<file path="config.mk">
export PLATFORM = sky130hd
export DESIGN_NAME = hd_kernel_driver_flat
export DESIGN_NICKNAME = d
export VERILOG_FILES = /design/src/rtl/hd_drv_pkg.sv /design/src/rtl/hd_kernel_driver_if.sv /design/src/rtl/hd_drv_eval_timer.sv /design/src/rtl/hd_kernel_driver.sv /design/src/flat_wrapper.sv
export SDC_FILE = /design/constraint.sdc
export NUM_CORES = 1
export LEC_CHECK = 0
export CAP_MARGIN = 0
export CELL_PAD_IN_SITES_DETAIL_PLACEMENT = 0
export CELL_PAD_IN_SITES_GLOBAL_PLACEMENT = 1
export CORE_MARGIN = 4
export CORE_UTILIZATION = 25
export CTS_BUF_LIST = sky130_fd_sc_hd__clkbuf_2 sky130_fd_sc_hd__clkbuf_4 sky130_fd_sc_hd__clkbuf_8
export CTS_CLUSTER_DIAMETER = 120
export DETAILED_ROUTE_END_ITERATION = 6
export PLACE_DENSITY = 0.64
export RECOVER_POWER = 50
export SLEW_MARGIN = 20
export SYNTH_ARGS = -nofsm -noshare
export SYNTH_HDL_FRONTEND = slang
export SYNTH_SLANG_ARGS = --single-unit
</file>
<file path="constraint.sdc">
create_clock -name clk -period 3.83 [get_ports clk]
set_clock_uncertainty 0.15 [all_clocks]
set_input_delay 0.383 -clock clk [delete_from_list [all_inputs] [get_ports clk]]
set_output_delay 0.383 -clock clk [all_outputs]
set_load 0.02 [all_outputs]
</file>
<file path="src/rtl/hd_drv_pkg.sv">
`default_nettype none
// ---------------------------------------------------------------------------
// Module   : hd_drv_pkg
// Purpose  : Shared widths and FSM state encoding for the HD kernel driver.
// Revision : 1.0 - initial release
// ---------------------------------------------------------------------------
package hd_drv_pkg;

  localparam int KX_W  = 16;  // kernel input word width (A in low byte, B in high byte)
  localparam int KY_W  = 8;   // kernel output width
  localparam int CNT_W = 4;   // evaluation window counter width

  typedef enum logic [1:0] {
    IDLE   = 2'd0,
    WAIT_B = 2'd1,
    EVAL   = 2'd2,
    OUT    = 2'd3
  } drv_state_e;

endpackage
`default_nettype wire

</file>
<file path="src/rtl/hd_kernel_driver_if.sv">
`default_nettype none
// ---------------------------------------------------------------------------
// Module   : hd_kernel_driver_if
// Purpose  : Operand byte stream and result stream of the HD kernel driver.
//            master = harness side, slave = driver side.
// Revision : 1.0 - initial release
// ---------------------------------------------------------------------------
interface hd_kernel_driver_if #(
  parameter int TAG_W = 4
);
  import hd_drv_pkg::*;

  logic             in_valid;
  logic             in_ready;
  logic [7:0]       in_data;
  logic             res_valid;
  logic             res_ready;
  logic [KY_W-1:0]  res_data;
  logic [TAG_W-1:0] res_tag;
  logic             res_par;

  modport master (
    output in_valid, in_data, res_ready,
    input  in_ready, res_valid, res_data, res_tag, res_par
  );

  modport slave (
    input  in_valid, in_data, res_ready,
    output in_ready, res_valid, res_data, res_tag, res_par
  );

endinterface
`default_nettype wire

</file>
<file path="src/rtl/hd_drv_eval_timer.sv">
`default_nettype none
// ---------------------------------------------------------------------------
// Module   : hd_drv_eval_timer
// Purpose  : Loadable down-counter with zero flag; times the kernel
//            evaluation window. Stops at zero rather than wrapping.
// Revision : 1.0 - initial release
// ---------------------------------------------------------------------------
module hd_drv_eval_timer
  import hd_drv_pkg::*;
(
  input  wire logic             clk,
  input  wire logic             rst,
  input  wire logic             load_i,
  input  wire logic [CNT_W-1:0] load_val_i,
  input  wire logic             dec_i,
  output logic                  zero_o
);

  logic [CNT_W-1:0] cnt_q;
  logic [CNT_W-1:0] cnt_d;

  // Next count: load has priority, otherwise count down and hold at zero.
  always_comb begin
    cnt_d = cnt_q;
    if (load_i) begin
      cnt_d = load_val_i;
    end else if (dec_i && (cnt_q != '0)) begin
      cnt_d = cnt_q - 1'b1;
    end
  end

  // Count register.
  always_ff @(posedge clk) begin
    if (rst) begin
      cnt_q <= '0;
    end else begin
      cnt_q <= cnt_d;
    end
  end

  assign zero_o = (cnt_q == '0);

endmodule
`default_nettype wire

</file>
<file path="src/rtl/hd_kernel_driver.sv">
`default_nettype none
// ---------------------------------------------------------------------------
// Module   : hd_kernel_driver
// Purpose  : Pairs two operand bytes into a 16-bit kernel input word, holds
//            it for EVAL_CYCLES cycles, captures the 8-bit kernel result and
//            returns it with a wrapping tag.
//            Optional macro HD_DRV_PARITY_EN: registers even parity of the
//            captured result on res_par (tied 0 when undefined).
// Revision : 1.0 - initial release
// ---------------------------------------------------------------------------
module hd_kernel_driver
  import hd_drv_pkg::*;
#(
  parameter int EVAL_CYCLES = 1,
  parameter int TAG_W       = 4
) (
  input  wire logic            clk,
  input  wire logic            rst,
  hd_kernel_driver_if.slave    bus,
  output logic [KX_W-1:0]      kx_o,
  input  wire logic [KY_W-1:0] ky_i
);

  if ((EVAL_CYCLES < 1) || (EVAL_CYCLES > 15)) begin : g_eval_range_check
    $error("hd_kernel_driver: EVAL_CYCLES must be in 1..15");
  end

  drv_state_e       state_q;
  drv_state_e       state_d;

  logic [KX_W-1:0]  kx_q;
  logic [KY_W-1:0]  res_data_q;
  logic             res_valid_q;
  logic [TAG_W-1:0] res_tag_q;

  logic             in_ready_w;
  logic             in_hs_w;
  logic             timer_load_w;
  logic             timer_dec_w;
  logic             timer_zero_w;
  logic             capture_w;
  logic             consume_w;

  assign in_hs_w = bus.in_valid & in_ready_w;

  hd_drv_eval_timer u_timer (
    .clk        (clk),
    .rst        (rst),
    .load_i     (timer_load_w),
    .load_val_i (CNT_W'(EVAL_CYCLES - 1)),
    .dec_i      (timer_dec_w),
    .zero_o     (timer_zero_w)
  );

  // State register.
  always_ff @(posedge clk) begin
    if (rst) begin
      state_q <= IDLE;
    end else begin
      state_q <= state_d;
    end
  end

  // Next-state: A byte, B byte, evaluation window, then hold result until taken.
  always_comb begin
    state_d = state_q;
    case (state_q)
      IDLE:    if (in_hs_w)       state_d = WAIT_B;
      WAIT_B:  if (in_hs_w)       state_d = EVAL;
      EVAL:    if (timer_zero_w)  state_d = OUT;
      OUT:     if (bus.res_ready) state_d = IDLE;
      default:                    state_d = IDLE;
    endcase
  end

  // State-decoded controls; in_ready is held low for the whole reset.
  always_comb begin
    in_ready_w   = 1'b0;
    timer_load_w = 1'b0;
    timer_dec_w  = 1'b0;
    capture_w    = 1'b0;
    consume_w    = 1'b0;
    case (state_q)
      IDLE:    in_ready_w = ~rst;
      WAIT_B: begin
        in_ready_w   = ~rst;
        timer_load_w = in_hs_w;
      end
      EVAL: begin
        timer_dec_w = 1'b1;
        capture_w   = timer_zero_w;
      end
      OUT:     consume_w = bus.res_ready;
      default: in_ready_w = 1'b0;
    endcase
  end

  // Operand word: only byte handshakes touch it, so it stays stable on the kernel.
  always_ff @(posedge clk) begin
    if (rst) begin
      kx_q <= '0;
    end else if (in_hs_w) begin
      if (state_q == IDLE) begin
        kx_q[7:0] <= bus.in_data;
      end else begin
        kx_q[15:8] <= bus.in_data;
      end
    end
  end

  // Result capture, valid flag and sequence tag.
  always_ff @(posedge clk) begin
    if (rst) begin
      res_data_q  <= '0;
      res_valid_q <= 1'b0;
      res_tag_q   <= '0;
    end else if (capture_w) begin
      res_data_q  <= ky_i;
      res_valid_q <= 1'b1;
    end else if (consume_w) begin
      res_valid_q <= 1'b0;
      res_tag_q   <= res_tag_q + 1'b1;
    end
  end

`ifdef HD_DRV_PARITY_EN
  logic res_par_q;

  // Parity is captured together with the result byte.
  always_ff @(posedge clk) begin
    if (rst) begin
      res_par_q <= 1'b0;
    end else if (capture_w) begin
      res_par_q <= ^ky_i;
    end
  end

  assign bus.res_par = res_par_q;
`else
  assign bus.res_par = 1'b0;
`endif

  assign kx_o          = kx_q;
  assign bus.in_ready  = in_ready_w;
  assign bus.res_valid = res_valid_q;
  assign bus.res_data  = res_data_q;
  assign bus.res_tag   = res_tag_q;

endmodule
`default_nettype wire

</file>
<file path="src/flat_wrapper.sv">
// flat-port wrapper written by rule: the top's interface ports become plain ports
module hd_kernel_driver_flat import hd_drv_pkg::*;
#(
  parameter int EVAL_CYCLES = 1,
  parameter int TAG_W       = 4
)
  (clk, rst, kx_o, ky_i, bus_in_valid, bus_in_data, bus_res_ready, bus_in_ready, bus_res_valid, bus_res_data, bus_res_tag, bus_res_par);
  hd_kernel_driver_if #(.TAG_W(TAG_W)) bus_i ();
  input  wire logic clk;
  input  wire logic rst;
  output logic [KX_W-1:0] kx_o;
  input  wire logic [KY_W-1:0] ky_i;
  input wire logic [$bits(bus_i.in_valid)-1:0] bus_in_valid;
  input wire logic [$bits(bus_i.in_data)-1:0] bus_in_data;
  input wire logic [$bits(bus_i.res_ready)-1:0] bus_res_ready;
  output wire logic [$bits(bus_i.in_ready)-1:0] bus_in_ready;
  output wire logic [$bits(bus_i.res_valid)-1:0] bus_res_valid;
  output wire logic [$bits(bus_i.res_data)-1:0] bus_res_data;
  output wire logic [$bits(bus_i.res_tag)-1:0] bus_res_tag;
  output wire logic [$bits(bus_i.res_par)-1:0] bus_res_par;
  assign bus_i.in_valid = bus_in_valid;
  assign bus_i.in_data = bus_in_data;
  assign bus_i.res_ready = bus_res_ready;
  assign bus_in_ready = bus_i.in_ready;
  assign bus_res_valid = bus_i.res_valid;
  assign bus_res_data = bus_i.res_data;
  assign bus_res_tag = bus_i.res_tag;
  assign bus_res_par = bus_i.res_par;
  hd_kernel_driver #(.EVAL_CYCLES(EVAL_CYCLES), .TAG_W(TAG_W)) u_core (.clk(clk), .rst(rst), .bus(bus_i), .kx_o(kx_o), .ky_i(ky_i));
endmodule
</file>
==> results by stage, run 1 <==
Clocking:
- The later-pin clock latency in the skew report is roughly 280 ps.
- The number of buffers inserted for hold repair after clock tree synthesis is 0.
- The TritonCTS buffer count is 5.
- In this run the number of H-tree levels came out at 2.
- The post-CTS setup buffer count is 0.
- TritonCTS built the clock tree.
- Gates resized during post-CTS repair numbered 0.
- The clock-pin transition on the worst setup and hold timing paths is around 70 ps.
- The clock tree buffer depth is 2.
- The root buffer selected by CTS is sky130_fd_sc_hd__clkbuf_8.
- The clock net in this run drives a total of 35 sinks.

Power and ir drop:
- The maximum ir drop on the vdd rail is about 0.17 mV.
- The power density over cell area is between 500 and 600 nW/um2.
- The leakage dissipation is roughly 0.8 nW.
- The completed layout was analyzed and its total power is ~1.1 mW.

Logic synthesis:
- The adder-cell area share of the yosys netlist is under 10%.
- In the synthesized netlist the dominant register cell turns out to be sky130_fd_sc_hd__dfxtp_1.
- Summed over all instances, the cell type with the most area after synthesis is sky130_fd_sc_hd__dfxtp_1.
- After synthesis, the cell types taking the most area are sky130_fd_sc_hd__dfxtp_1, sky130_fd_sc_hd__a21oi_1, sky130_fd_sc_hd__nand2_1.
- After synthesis, the share of flip-flops with an asynchronous set or reset is 0%.
- By area, the combinational part of the netlist is dominated by simple AND/OR/NAND/NOR gates.
- The count of flip-flops with a built-in enable after synthesis is 0.
- The complex-gate fraction of the synthesized area is between 10% and 20%.
- The synthesis-stage register bit count is 35.
- Yosys printed 0 warnings.
- A synthesized cell averages 8.751 um2.
- Summed over its instances, the top area cell type makes up 47.10% of the synthesized netlist area.
- The area of the mapped netlist is ~1500 um2.
- Synthesis produced a netlist with a net count of ~200.
- After Yosys synthesis, XOR and XNOR cells account for less than 1% of the synthesized area.
- The synthesized-area fraction occupied by and/or/nand/nor cells is approximately 22%.
- Counting distinct cell types in the post-synthesis netlist gives 32.
- Sequential elements use 47.10% of the synthesized area.
- The share of cell area taken by muxes after synthesis is under 10%.
- After technology mapping, the gate count stands at between 150 and 200.

Timing:
- The clock period minus worst slack is between 2000 and 3000 ps.
- The final critical-path share of the clock period is 66.23%.
- Across all hold checks on the routed design, the worst slack comes to 304.2 ps.
- The peak clock frequency supported by timing is 0.3942 GHz.
- For the pin with the worst max-slew slack, the measured transition is 576.1 ps.
- The final count of negative-setup-slack endpoints is 0.
- Setup repair after global routing left no endpoint under its margin.
- The relative max-transition margin is 61.60%.
- The final setup TNS is 0 ps.
- The total count of max-transition violations in the final report came to 0.
- The final-report hold violation count is 0.
- In the post-route analysis, the smallest setup slack over all paths is around 1300 ps.

Setup path:
- The startpoint identified for the worst register-to-register timing path is u_core.state_q[0].
- For the worst setup path, the data required time is about 3300 ps.
- The startpoint-to-endpoint class of the critical path is reg -> out.
- Setup slack on the worst reg-to-reg path comes out at 1700 ps.
- The worst setup path is launched from a flop.
- The launch point of the critical path is u_core.state_q[0].
- The endpoint of the lowest-slack register-to-register path is u_core.bus.res_tag[3].
- The critical path capture point type is an output port.
- Measured in cells, the most critical reg-to-reg path has a length of 5.
- STA puts the critical path data arrival time at 2000 ps.
- The worst-path maximum fanout is 12.

Placed design:
- The placement-stage worst setup slack is 1468 ps.
- The congestion estimate from routability-driven global placement came to 0.6926.
- Counting tap cells, the placed design contains a total of around 280 instances.
- The post-DP HPWL is around 2.5 mm.
- The number of buffers inserted by port buffering is 49.
- The instance area at placement is approximately 2000 um2.

Final layout:
- The number of diodes is 0.
- Summing all non-filler instances in the final layout gives an area of 2140 um2.
- At the end of the flow, the number of nets in the layout was 244.
- The fraction of layout cells with a size suffix above 1 is ~5.5%.
- Leaving out filler cells and counting taps, the final layout contains 290.
- The area growth from synthesis to layout is 43.82%.
- The final core utilization is 37.92%.

Die:
- The vertical die dimension is ~85 um.
- In this run the core area contains 27 standard-cell rows.
- The initial core utilization is roughly a quarter.
- The die covers 7249 um2.
- just over 50 I/O pins were placed.
- Measured along the x axis, the die boundary spans roughly 85 um.
- The core area is ~5600 um2.

Routing:
- The total DRC errors in the routed layout is 0.
- The total number of vias is between 1000 and 1500.
- For this block, the routed nets add up to approximately 3.5 mm of wire.
- The first-iteration detailed-routing DRC count is 39.
- The post-detailed-route via-to-cell ratio is between 4 and 5.
- The post-detailed-route wirelength per cell is approximately 12 um.
- The remaining number of nets flagged by the antenna check after routing is 0.
- The pre-antenna-repair detailed-routing pass consisted of 4 iterations.

Flow run:
- The reported max-cap violation count is 0.

Hold path:
- The path with the worst hold slack has its endpoint at u_core.bus.res_data[4].
- The hold path startpoint is u_core.bus.res_data[4].
- The worst hold path belongs to the class reg -> reg.
- The worst hold path was traced through 2 stages.

Status:
- The run finished with clean final reports.

GRT:
- The wire length of the first global-routing pass is 6.003 mm.
- The maximum number of pins on one net before global-route repair is 38.
- The total grt overflow is 0.
- The via count of the first global-routing pass was approximately 1300.
- The combined global-route utilization of all metal layers is about a tenth.
- The number of antenna violations at the first check in global routing was 0.
-- synthesized netlist by cell type (2+ instances only) --
cell type                  instances
sky130_fd_sc_hd__mux2i_1          10
sky130_fd_sc_hd__ha_1              7
sky130_fd_sc_hd__nand3_1          10
sky130_fd_sc_hd__inv_1             6
sky130_fd_sc_hd__o31ai_1           2
sky130_fd_sc_hd__a21oi_1          24
sky130_fd_sc_hd__clkbuf_1          8
sky130_fd_sc_hd__nor2_1           11
sky130_fd_sc_hd__nand2b_1          4
sky130_fd_sc_hd__nand2_1          27
sky130_fd_sc_hd__or4_1             3
sky130_fd_sc_hd__or3_1             2
sky130_fd_sc_hd__dfxtp_1          35
sky130_fd_sc_hd__o21ai_0           3
-- per-layer routing --
layer / wire length, um / track usage (%) / share of wire [%]
met1: 1630 / 12.29 / 46
met2: 1590 / 16.31 / 45
met3: 259 / 3.689 / 7.3
met4: 54 / 5.180 / 1.5
met5: 0 / 0 / 0
-- worst max-delay path: stages, from the launching register on --
cell	delay [ps]
sky130_fd_sc_hd__dfxtp_1	350
sky130_fd_sc_hd__inv_1	90
sky130_fd_sc_hd__ha_1	430
sky130_fd_sc_hd__nor2_1	140
sky130_fd_sc_hd__nor2_1	110
sky130_fd_sc_hd__clkdlybuf4s50_1	600
-- layout by cell type (no fill, tap or decap), types with 2 or more instances in the layout --
| cell | n |
|---|---|
| sky130_fd_sc_hd__o31ai_1 | 2 |
| sky130_fd_sc_hd__nor2_1 | 11 |
| sky130_fd_sc_hd__dfxtp_1 | 35 |
| sky130_fd_sc_hd__ha_1 | 7 |
| sky130_fd_sc_hd__or4_1 | 3 |
| sky130_fd_sc_hd__o21ai_0 | 3 |
| sky130_fd_sc_hd__nand3_1 | 10 |
| sky130_fd_sc_hd__dlygate4sd3_1 | 21 |
| sky130_fd_sc_hd__nand2b_1 | 4 |
| sky130_fd_sc_hd__or3_1 | 2 |
| sky130_fd_sc_hd__clkbuf_8 | 7 |
| sky130_fd_sc_hd__mux2i_1 | 10 |
| sky130_fd_sc_hd__nand2_1 | 27 |
| sky130_fd_sc_hd__a21oi_1 | 24 |
| sky130_fd_sc_hd__inv_1 | 6 |
| sky130_fd_sc_hd__buf_4 | 2 |
| sky130_fd_sc_hd__clkdlybuf4s50_1 | 28 |
-- worst max-delay path by stage --
stage          slack [ps]               endpoint
2_1_floorplan        1990  u_core.bus.res_tag[3]
3_3_place_gp         1450           bus_in_ready
3_5_place_dp         1470           bus_in_ready
4_1_cts              1270           bus_in_ready
5_1_grt              1130           bus_in_ready
6_report             1290           bus_in_ready
-- cells by family after synthesis --
group / after synthesis
AOI/OAI and AO/OA: 34
DFF: 35
other: 1
muxes: 10
buffers and inverters: 17
xor gates and xnor gates: 1
and+or+nand+nor: 65
adders and majority gates: 7
-- report_power, final --
part	internal (mW)	total, mW	switching [mW]
logic	0.159	0.377	0.217
clock network	0.164	0.297	0.133
registers	0.413	0.445	0.0318
-- flip-flops by register name, indices dropped and copies added (netlist names) --
name	cells
u_core.bus.res_tag	4
u_core.bus.res_data	8
u_core.bus.res_valid	1
u_core.kx_o	16
u_core.state_q	2
u_core.u_timer.cnt_q	4
-- area by class of cell --
cell class              instances  area, um2
clock buffers                   7      96.34
clock inverters                 1      7.507
fillers                       576       3502
inverters                       6      22.52
multi-input cells             118      716.9
flip-flops and latches         35      700.7
well taps                      72      90.09
repair buffers                 51      505.5
Power figures use the tool's default switching activity.
==> run 2, diff against run 1 <==
==> constraint.sdc (replaced) <==
create_clock -name clk -period 2.51 [get_ports clk]
set_clock_uncertainty 0.15 [all_clocks]
set_input_delay 0.251 -clock clk [delete_from_list [all_inputs] [get_ports clk]]
set_output_delay 0.251 -clock clk [all_outputs]
set_load 0.02 [all_outputs]
==> run 2 against run 1 <==
  * Routed wire length grew 2.0%
  * Die area unchanged
  * Power increased by 50%
  * Clock power rose by 38%
  * Non-clock buffer count rose by 3
  * Flip-flop and latch count did not move
  * Via count shrank 1.4%
  * First-iteration DRC count grew 2.6%
==> results by stage, run 2 (synthesized netlist as in run 1, its figures left out) <==
Setup path:
- The worst setup slack for register-to-register paths is 560 ps (-1140 ps).
- In this run the critical register-to-register path is captured at u_core.bus.res_tag[3].
- The data required time at the worst endpoint is 2110 ps (-1190 ps).
- The number of cell instances on the worst register-to-register path came to 5 (unchanged).
- The end point of the critical path is bus_in_ready.
- The startpoint of the most critical register-to-register path is u_core.state_q[0].
- The startpoint type of the worst setup path is a flop.
- Tracing the worst setup path back leads to its startpoint at u_core.state_q[0].
- The arrival time at the worst endpoint is 1740 ps (-260 ps).
- The worst-path maximum fanout was 4 (-8).
- The critical path capture point type is an output port.
- The setup path with the least slack is of type reg -> out.

Die:
- The number of top-level pins was 51 (unchanged).
- The vertical die dimension is 85.14 um (unchanged).
- The standard-cell row count was 27 (unchanged).
- The initial core utilization is 26.37% (unchanged).
- The die boundary width is 85.14 um (unchanged).
- The core area is 5642 um2 (unchanged).
- The total die area came to 7249 um2 (unchanged).

Final layout:
- The number of diodes is 0 (unchanged).
- The layout overhead on the synthesized area is 44.07%.
- The number of standard cells in the final layout excluding fillers is 293 (+1.0%).
- The fraction of layout cells with a size suffix above 1 came to 6.335% (+0.83 points).
- In the layout the commonest cells are sky130_fd_sc_hd__dfxtp_1, sky130_fd_sc_hd__nand2_1, sky130_fd_sc_hd__clkdlybuf4s50_1.
- The number of flip-flops in the largest register is 16 (unchanged).
- Leaving out fill and tap cells, the most frequent cell in the layout is sky130_fd_sc_hd__dfxtp_1.
- The final net count is 247 (+1.2%).
- The count of filler cells inserted in the layout was 586 (+1.7%).

Clocking:
- The later-pin clock latency in the skew report is 290 ps (about the same).
- The sink count of the clock tree is 35 (unchanged).
- The clock tree buffer depth is 2 (unchanged).
- The TritonCTS buffer count was 5 (unchanged).
- The CTS H-tree depth was 2 (unchanged).
- The post-CTS setup buffer count was 0 (unchanged).
- The number of buffers inserted for hold repair after clock tree synthesis came to 0 (unchanged).
- The count of instances resized after the clock tree is built is 0 (unchanged).
- The clock-pin transition on the worst setup and hold timing paths is 70 ps (about the same).
- The CTS tree is done.
- The root buffer selected by CTS is sky130_fd_sc_hd__clkbuf_8.

GRT:
- The total grt overflow is 0 (unchanged).
- The wire length of the first global-routing pass is 5.982 mm (-0.35%).
- The via count of the first global-routing pass is 1291 (-3.2%).
- The maximum number of pins on one net before global-route repair came to 36 (-5.3%).
- The number of antenna violations at the first check in global routing came to 0 (unchanged).
- The combined global-route utilization of all metal layers is 10.32% (about the same).

Timing:
- Setup repair after global routing left no endpoint under its margin.
- The final setup TNS is 0 ps (unchanged).
- The final-report hold violation count was 0 (unchanged).
- After layout, the worst path uses between 80% and 90% of the clock period.
- For this run, the top clock speed supported by timing is ~0.47 GHz.
- The total count of max-transition violations in the final report is 0 (unchanged).
- Counting I/O delays and the setup requirement, the final critical path takes ~2100 ps.
- The final count of negative-setup-slack endpoints is 0 (unchanged).

Routing:
- The total number of vias is 1277 (-1.4%).
- The post-detailed-route wirelength per cell came to 12.30 um (+0.96%).
- The first-iteration detailed-routing DRC count was 40 (+2.6%).
- The total wirelength of the detailed-routed design came to 3.605 mm (+2.0%).
- The detailed-router iteration count before antenna repair came to 4 (unchanged).
- The remaining number of nets flagged by the antenna check after routing is 0 (unchanged).
- The post-detailed-route via-to-cell ratio is 4.358 (-2.4%).
- The total DRC errors in the routed layout came to 0 (unchanged).

Power and ir drop:
- The cell internal power dissipation is 1.087 mW (+48%).
- The sequential cell fraction of total power was 40.5% (+0.7 points).
- The switching power of the nets is 593.7 uW (+55%).
- The power density over cell area was 784.3 nW/um2 (+50%).
- The switching portion of total power is 35.32% (+1.1 points).
- The total chip power came to 1.681 mW (+50%).
- The maximum ir drop on the vdd rail is 0.2338 mV (+35%).
- The leakage dissipation is 0.8271 nW (+1.3%).
- The combinational share of power was 35.1% (+1.4 points).
- The fraction of power consumed by the clock network is 24.4% (-2.1 points).

Placed design:
- The post-DP HPWL was 2.561 mm (+3.1%).
- The number of buffers inserted by port buffering was 49 (unchanged).
- The final weighted congestion of routability-driven global placement was 0.7534 (+8.8%).
- The number of placed cells counting well taps is 285 (+1.1%).

Status:
- The flow ran to the end, and the final reports show no timing, DRC or antenna violations.

Flow run:
- The reported max-cap violation count is 0 (unchanged).

Hold path:
- In this run the most critical hold path is launched from u_core.bus.res_data[3].
- The tightest min-delay check is of the reg -> reg type.
==> run 2: stage by stage <==
stage	area, um2	util (%)	worst slack (ps)	hold slack, ps
floorplan	1488	-	668.1	237.0
global placement	2058	36.48	622.8	294.4
detailed placement	2058	36.48	586.3	298.2
CTS	2147	38.06	358.9	309.0
global route	2143	37.99	251.3	334.1
finish	2143	37.99	373.0	301.0
==> run 2: how the worst min path moves through the flow <==
| stage | endpoint | slack [ps] | cells after the start |
|---|---|---|---|
| global placement | u_core.bus.res_data[6] | 290 | 2 |
| finish | u_core.bus.res_data[3] | 300 | 2 |
| floorplan | u_core.bus.res_data[0] | 240 | 2 |
| detailed placement | u_core.bus.res_data[5] | 300 | 2 |
| global route | u_core.kx_o[6] | 330 | 2 |
| CTS | u_core.bus.res_data[5] | 310 | 2 |
==> run 2: critical path, stage by stage (launching register included) <==
cell and delay [ps]:
sky130_fd_sc_hd__dfxtp_1 400, sky130_fd_sc_hd__inv_1 80, sky130_fd_sc_hd__ha_1 240, sky130_fd_sc_hd__nor2_1 150, sky130_fd_sc_hd__nor2_1 60, sky130_fd_sc_hd__clkdlybuf4s50_1 530
==> run 2: cell type report <==
type	count	area (um2)	share of cell area, %
clock buffer	6	76.32	3.561
clock inverter	2	12.51	0.5838
inverter	6	22.52	1.051
multi-input combinational	118	716.9	33.45
sequential	35	700.7	32.69
tap	72	90.09	4.203
timing repair buffer	54	524.3	24.46
==> run 2: metal layers <==
layer	vias up	routed length (um)	global-route usage [%]
met5	-	0	0
met4	0	73	5.180
met3	6	265	3.981
met2	40	1546	15.04
met1	551	1719	13.19
li1	680	-	-
==> run 2: power by group through the flow <==
| stage | logic [mW] | clock network [mW] | registers [mW] |
|---|---|---|---|
| final | 0.590 | 0.410 | 0.681 |
| after CTS | 0.626 | 0.434 | 0.684 |
| after global routing | 0.655 | 0.453 | 0.691 |
| after detailed placement | 0.623 | 0 | 0.696 |
| after global placement | 0.630 | 0 | 0.693 |
| after floorplan | 0.320 | 0 | 0.750 |
==> RTL change 1: new RTL, settings of run 2 <==
Add a define of `HD_DRV_PARITY_EN`.
--- a/src/rtl/hd_kernel_driver.sv
+++ b/src/rtl/hd_kernel_driver.sv
@@ -10,2 +10,4 @@
 // ---------------------------------------------------------------------------
+`define HD_DRV_PARITY_EN
+
 module hd_kernel_driver
Function: changed (Yosys sat finds a counterexample within 4 cycles, from zero or initial values and one cycle with rst high).
==> RTL change 1 against run 2 <==
Worst setup slack got worse by 0.17 ns; first-iteration DRC count increased by 2.5%; sequential cell count increased by 1; area after synthesis increased by 2.8%; design area increased by 3.2%; non-clock buffer count increased by 1; routed wire length increased by 5.3%; total power increased by 8.4%; critical path type unchanged.
==> RTL change 1: results (changes against run 2) <==
----------------------------------------------------
[Worst setup path]
  Data arrival time of the critical path ... 1.91 ns (was 1.74 ns)
  Source of the worst register-to-register timing path ... u_core.u_timer.cnt_q[0] (was u_core.state_q[0])
  Cells on worst reg2reg path ... 6 (was 5)
  End of the worst register-to-register path ... u_core.state_q[1] (was u_core.bus.res_tag[3])

[Layout]
  Layout cell share with drive strength beyond 1 ... 0.0614 (was 0.0633)
  Layout filler cell count ... 624 (was 586)
  Layout area overhead ... 44.6% (was 44.1%)
  Post-route insts no fill ... 303 (was 293)
  Final layout net count ... 255 (was 247)

[Outcome]
  Outcome ... finished, final reports clean (unchanged)

[Power and ir drop]
  P_leak ... 0.000854 µW (was 0.000827 µW)
  Switching power share of the total ... 0.351 (was 0.353)
  IR drop worst, VDD ... 313 µV (was 234 µV)

[Global routing]
  Vias in the first global route ... 1276 (was 1291)
  Pin count of the biggest net entering global routing ... 20 (was 36)

[Place]
  Cell total after placement ... 296 (was 285)
  RD Place Congestion ... 0.719 (was 0.753)
  Placed instance area ... 2120 µm² (was 2060 µm²)
  Detail Placement HPWL ... 2750 µm (was 2560 µm)
  Number of buffer cells added on primary ports ... 50 (was 49)

[Synth]
  Synth top area cells ... sky130_fd_sc_hd__dfxtp_1 (47%), sky130_fd_sc_hd__nand2_1 (7.4%), sky130_fd_sc_hd__xnor2_1 (6.3%) (was sky130_fd_sc_hd__dfxtp_1 (47%), sky130_fd_sc_hd__a21oi_1 (8.1%), sky130_fd_sc_hd__nand2_1 (6.8%))
  Mapped Nets ... 202 (was 197)
  Synth cell count leaders ... sky130_fd_sc_hd__dfxtp_1 (36), sky130_fd_sc_hd__nand2_1 (30), sky130_fd_sc_hd__nor2_1 (20) (was sky130_fd_sc_hd__dfxtp_1 (35), sky130_fd_sc_hd__nand2_1 (27), sky130_fd_sc_hd__a21oi_1 (24))
  Netlist cell types ... 25 (was 32)

[Route]
  DRT iter0 DRCs ... 41 (was 40)
  Average routed wire per standard cell ... 12.5 µm (was 12.3 µm)

[Hold path]
  End point of the worst hold path ... u_core.bus.res_data[7] (was u_core.bus.res_data[3])
  Hold path startpoint ... u_core.bus.res_data[7] (was u_core.bus.res_data[3])

----------------------------------------------------
==> RTL change 1: cell count changes in the layout (fill, tap and decap cells not counted), moves of 3 or more <==
cell / delta
sky130_fd_sc_hd__a21oi_1: -5
sky130_fd_sc_hd__nand2_1: +3
sky130_fd_sc_hd__xnor2_1: +11
sky130_fd_sc_hd__or4_1: -3
sky130_fd_sc_hd__nor2_1: +9
==> RTL change 1: worst max path at each step <==
stage,to,slack (ns),cells past startpoint
floorplan,u_core.state_q[1],0.62,6
global placement,bus_in_ready,0.51,5
detailed placement,bus_in_ready,0.49,5
CTS,bus_in_ready,0.18,5
global route,bus_in_ready,0.13,5
finish,bus_in_ready,0.20,5
==> RTL change 1: cells by family (layout without fill, tap and decap cells) <==
| logic type | Yosys count | in the layout | synth area share |
|---|---|---|---|
| AND/OR/NAND/NOR | 72 | 72 | 0.212 |
| flip-flops | 36 | 36 | 0.471 |
| AO/OA/AOI/OAI | 24 | 24 | 0.0876 |
| buffers and inverters | 14 | 67 | 0.0385 |
| XOR/XNOR | 13 | 13 | 0.0745 |
| multiplexers | 9 | 9 | 0.0589 |
| adder cells (fa/ha/maj) | 7 | 7 | 0.0573 |
==> RTL change 1: metrics by stage <==
| stage | power, µW | hold slack (ns) |
|---|---|---|
| 2_1_floorplan | 1160 | 0.237 |
| 3_3_place_gp | 1440 | 0.293 |
| 3_5_place_dp | 1440 | 0.299 |
| 4_1_cts | 1890 | 0.310 |
| 5_1_grt | 1960 | 0.331 |
| 6_report | 1820 | 0.301 |
==> RTL change 1: area by class of cell <==
type / count / area share
tap: 75 / 0.0424
multi-input combinational: 125 / 0.338
sequential: 36 / 0.326
clock buffer: 7 / 0.0436
inverter: 5 / 0.00849
timing repair buffer: 55 / 0.242
==> RTL change 1: power groups by stage <==
stage	clock, µW	sequential (µW)	combinational, µW
after floorplan	0	803	361
after global placement	0	727	713
after detailed placement	0	730	712
after CTS	463	717	714
after global routing	489	726	745
final	440	713	669
==> RTL change 1: worst max-delay path, delay by kind of cell, from the launching register on <==
family / cells / cell delay [ns]
and+or+nand+nor: 2 / 0.43
buffers and inverters: 2 / 0.62
adders and majority gates: 1 / 0.21
DFF: 1 / 0.38
==> RTL change 1: metal layers <==
layer  vias up  track usage  routed length, µm
li1        680            -                  -
met1       579        0.151               1890
met2        44        0.146               1510
met3         5       0.0456                359
met4         0       0.0382                 38
met5         -            0                  0
==> RTL change 2: new RTL, flow settings as in run 2 <==
Made on the original files. Re-encode `drv_state_e` (4 states) as Gray code, 2 bits wide.
--- a/src/rtl/hd_drv_pkg.sv
+++ b/src/rtl/hd_drv_pkg.sv
@@ -13,6 +13,6 @@
   typedef enum logic [1:0] {
-    IDLE   = 2'd0,
-    WAIT_B = 2'd1,
-    EVAL   = 2'd2,
-    OUT    = 2'd3
+    IDLE   = 2'b00,
+    WAIT_B = 2'b01,
+    EVAL   = 2'b11,
+    OUT    = 2'b10
   } drv_state_e;
Formal check against the unedited RTL: same outputs for any inputs over 10 cycles, from zero or initial values and one cycle with rst high; not proved beyond that.
==> RTL change 2 against run 2 <==
Routed wire length grew 0.55%; synthesized cell count shrank 5.3%; area after synthesis shrank 2.8%; die area shrank 2.5%; design area shrank 3.5%; sequential cell count is the same; non-clock buffer count is the same; sequential share of layout area grew 1.2 points; worst setup slack gained 0.17 ns; critical path type unchanged.
Power is not compared: it rests on default switching activity, and its combinational part moved more than twofold at a synthesized area within 25%.
==> RTL change 2: results (changes against run 2) <==
----------------------------------------------------
[Synth]
  Share of synthesized area occupied by flip-flops and latches ... 0.484 (was 0.471)
  Synth top area cells ... sky130_fd_sc_hd__dfxtp_1 (48%), sky130_fd_sc_hd__a21oi_1 (8.0%), sky130_fd_sc_hd__mux2i_1 (6.2%) (was sky130_fd_sc_hd__dfxtp_1 (47%), sky130_fd_sc_hd__a21oi_1 (8.1%), sky130_fd_sc_hd__nand2_1 (6.8%))
  Multiplexer share of the synthesized area ... 0.0623 (was 0.0673)
  YS warnings ... 0 (unchanged)
  Mapped Nets ... 184 (was 197)
  Netlist cell types ... 30 (was 32)
  Xor and xnor area share after synthesis ... 0.0121 (was 0.00589)
  Synth cell count leaders ... sky130_fd_sc_hd__dfxtp_1 (35), sky130_fd_sc_hd__a21oi_1 (23), sky130_fd_sc_hd__nand2_1 (19) (was sky130_fd_sc_hd__dfxtp_1 (35), sky130_fd_sc_hd__nand2_1 (27), sky130_fd_sc_hd__a21oi_1 (24))
  Prevailing post-synth register cell ... sky130_fd_sc_hd__dfxtp_1 (unchanged)
  Post-Synthesis Cells ... 161 (was 170)
  Async SR Flop Fraction ... 0 (unchanged)
  Synthesized-area fraction occupied by adder cells ... 0.0260 (was 0.0589)
  Area fraction in compound gates after synthesis ... 0.142 (was 0.128)

[Layout]
  Final layout net count ... 232 (was 247)
  Post-route insts no fill ... 281 (was 293)
  Layout cell share with drive strength beyond 1 ... 0.0718 (was 0.0633)
  Number of flip-flops in the largest register ... 16 (unchanged)

[Place]
  Placed instance area ... 1990 µm² (was 2060 µm²)
  RD Place Congestion ... 0.741 (was 0.753)
  Detail Placement HPWL ... 2710 µm (was 2560 µm)
  Cell total after placement ... 274 (was 285)

[Route]
  Met2 WL post-DR ... 1830 µm (was 1550 µm)
  Met3 Routed Length ... 84 µm (was 265 µm)
  Average routed wire per standard cell ... 12.9 µm (was 12.3 µm)
  Routed vias/inst ... 4.40 (was 4.36)
  DRT iter0 DRCs ... 52 (was 40)
  Routed metal-1 wirelength ... 1640 µm (was 1720 µm)
  Router iterations before antenna repair ... 4 (unchanged)

[Hold path]
  Kind of path behind the tightest hold check ... reg -> reg (unchanged)

[Global routing]
  Vias in the first global route ... 1247 (was 1291)
  GR Util All Layers ... 0.110 (was 0.103)
  Wire length of the first global-routing pass ... 6190 µm (was 5980 µm)
  Pin count of the biggest net entering global routing ... 18 (was 36)

[Clock tree]
  Clock latency at the later pin of the worst-skew pair ... approximately 0.28 ns
  Number of gates resized after CTS ... 0 (unchanged)
  Root Driver ... sky130_fd_sc_hd__clkbuf_8 (unchanged)
  Max Buffers Root-to-Sink ... 2 (unchanged)

[STA]
  Tightest hold margin ... 0.304 ns (was 0.301 ns)

[Worst setup path]
  Maximum fanout along the worst path ... 12 (was 4)
  Data arrival time of the critical path ... 1.57 ns (was 1.74 ns)
  Register-to-register path setup slack ... 0.73 ns (was 0.56 ns)

[Outcome]
  Outcome ... finished, final reports clean (unchanged)

----------------------------------------------------
==> RTL change 2: cell type report <==
class / count / area, µm²
Clock buffer: 6 / 82.6
Clock inverter: 1 / 5.00
Fill cell: 583 / 3510
Inverter: 3 / 11.3
Multi-Input combinational cell: 110 / 651
Sequential cell: 35 / 701
Tap cell: 72 / 90.1
Timing Repair Buffer: 54 / 528
==> RTL change 2: critical path, cell delays in order (launching register included) <==
cell	delay, ns
sky130_fd_sc_hd__dfxtp_1	0.63
sky130_fd_sc_hd__nor2_1	0.10
sky130_fd_sc_hd__clkdlybuf4s50_1	0.55
==> RTL change 2: stage by stage <==
stage / setup slack (ns) / util
after floorplan: 0.977 / -
after global placement: 0.542 / 0.358
after detailed placement: 0.552 / 0.358
after CTS: 0.483 / 0.373
after global routing: 0.475 / 0.371
final: 0.542 / 0.371
==> RTL change 2: metal layers <==
metal,global-route usage,up-vias
met4,0.0526,0
li1,-,641
met5,0,-
met3,0.0227,7
met1,0.137,572
met2,0.179,16
==> RTL change 2: cells by family after synthesis <==
| group | after synthesis |
|---|---|
| compound gates | 39 |
| xor+xnor | 2 |
| mux | 9 |
| buf+inv | 16 |
| fa+ha+maj | 3 |
| simple gates | 56 |
| other cells | 1 |
| flops | 35 |
==> RTL change 2: where the power goes <==
part           internal [µW]  switching [µW]
logic                   67.3            64.4
clock network            215             192
registers                570            14.6
total                    853             271
==> RTL change 2: worst paths after layout <==
path / start / depth (start not counted) / to
max: u_core.state_q[1] / 2 / bus_in_ready
min: u_core.kx_o[3] / 2 / u_core.kx_o[3]
max reg2reg: u_core.u_timer.cnt_q[0] / 6 / u_core.u_timer.cnt_q[3]
min reg2reg: u_core.kx_o[3] / 2 / u_core.kx_o[3]
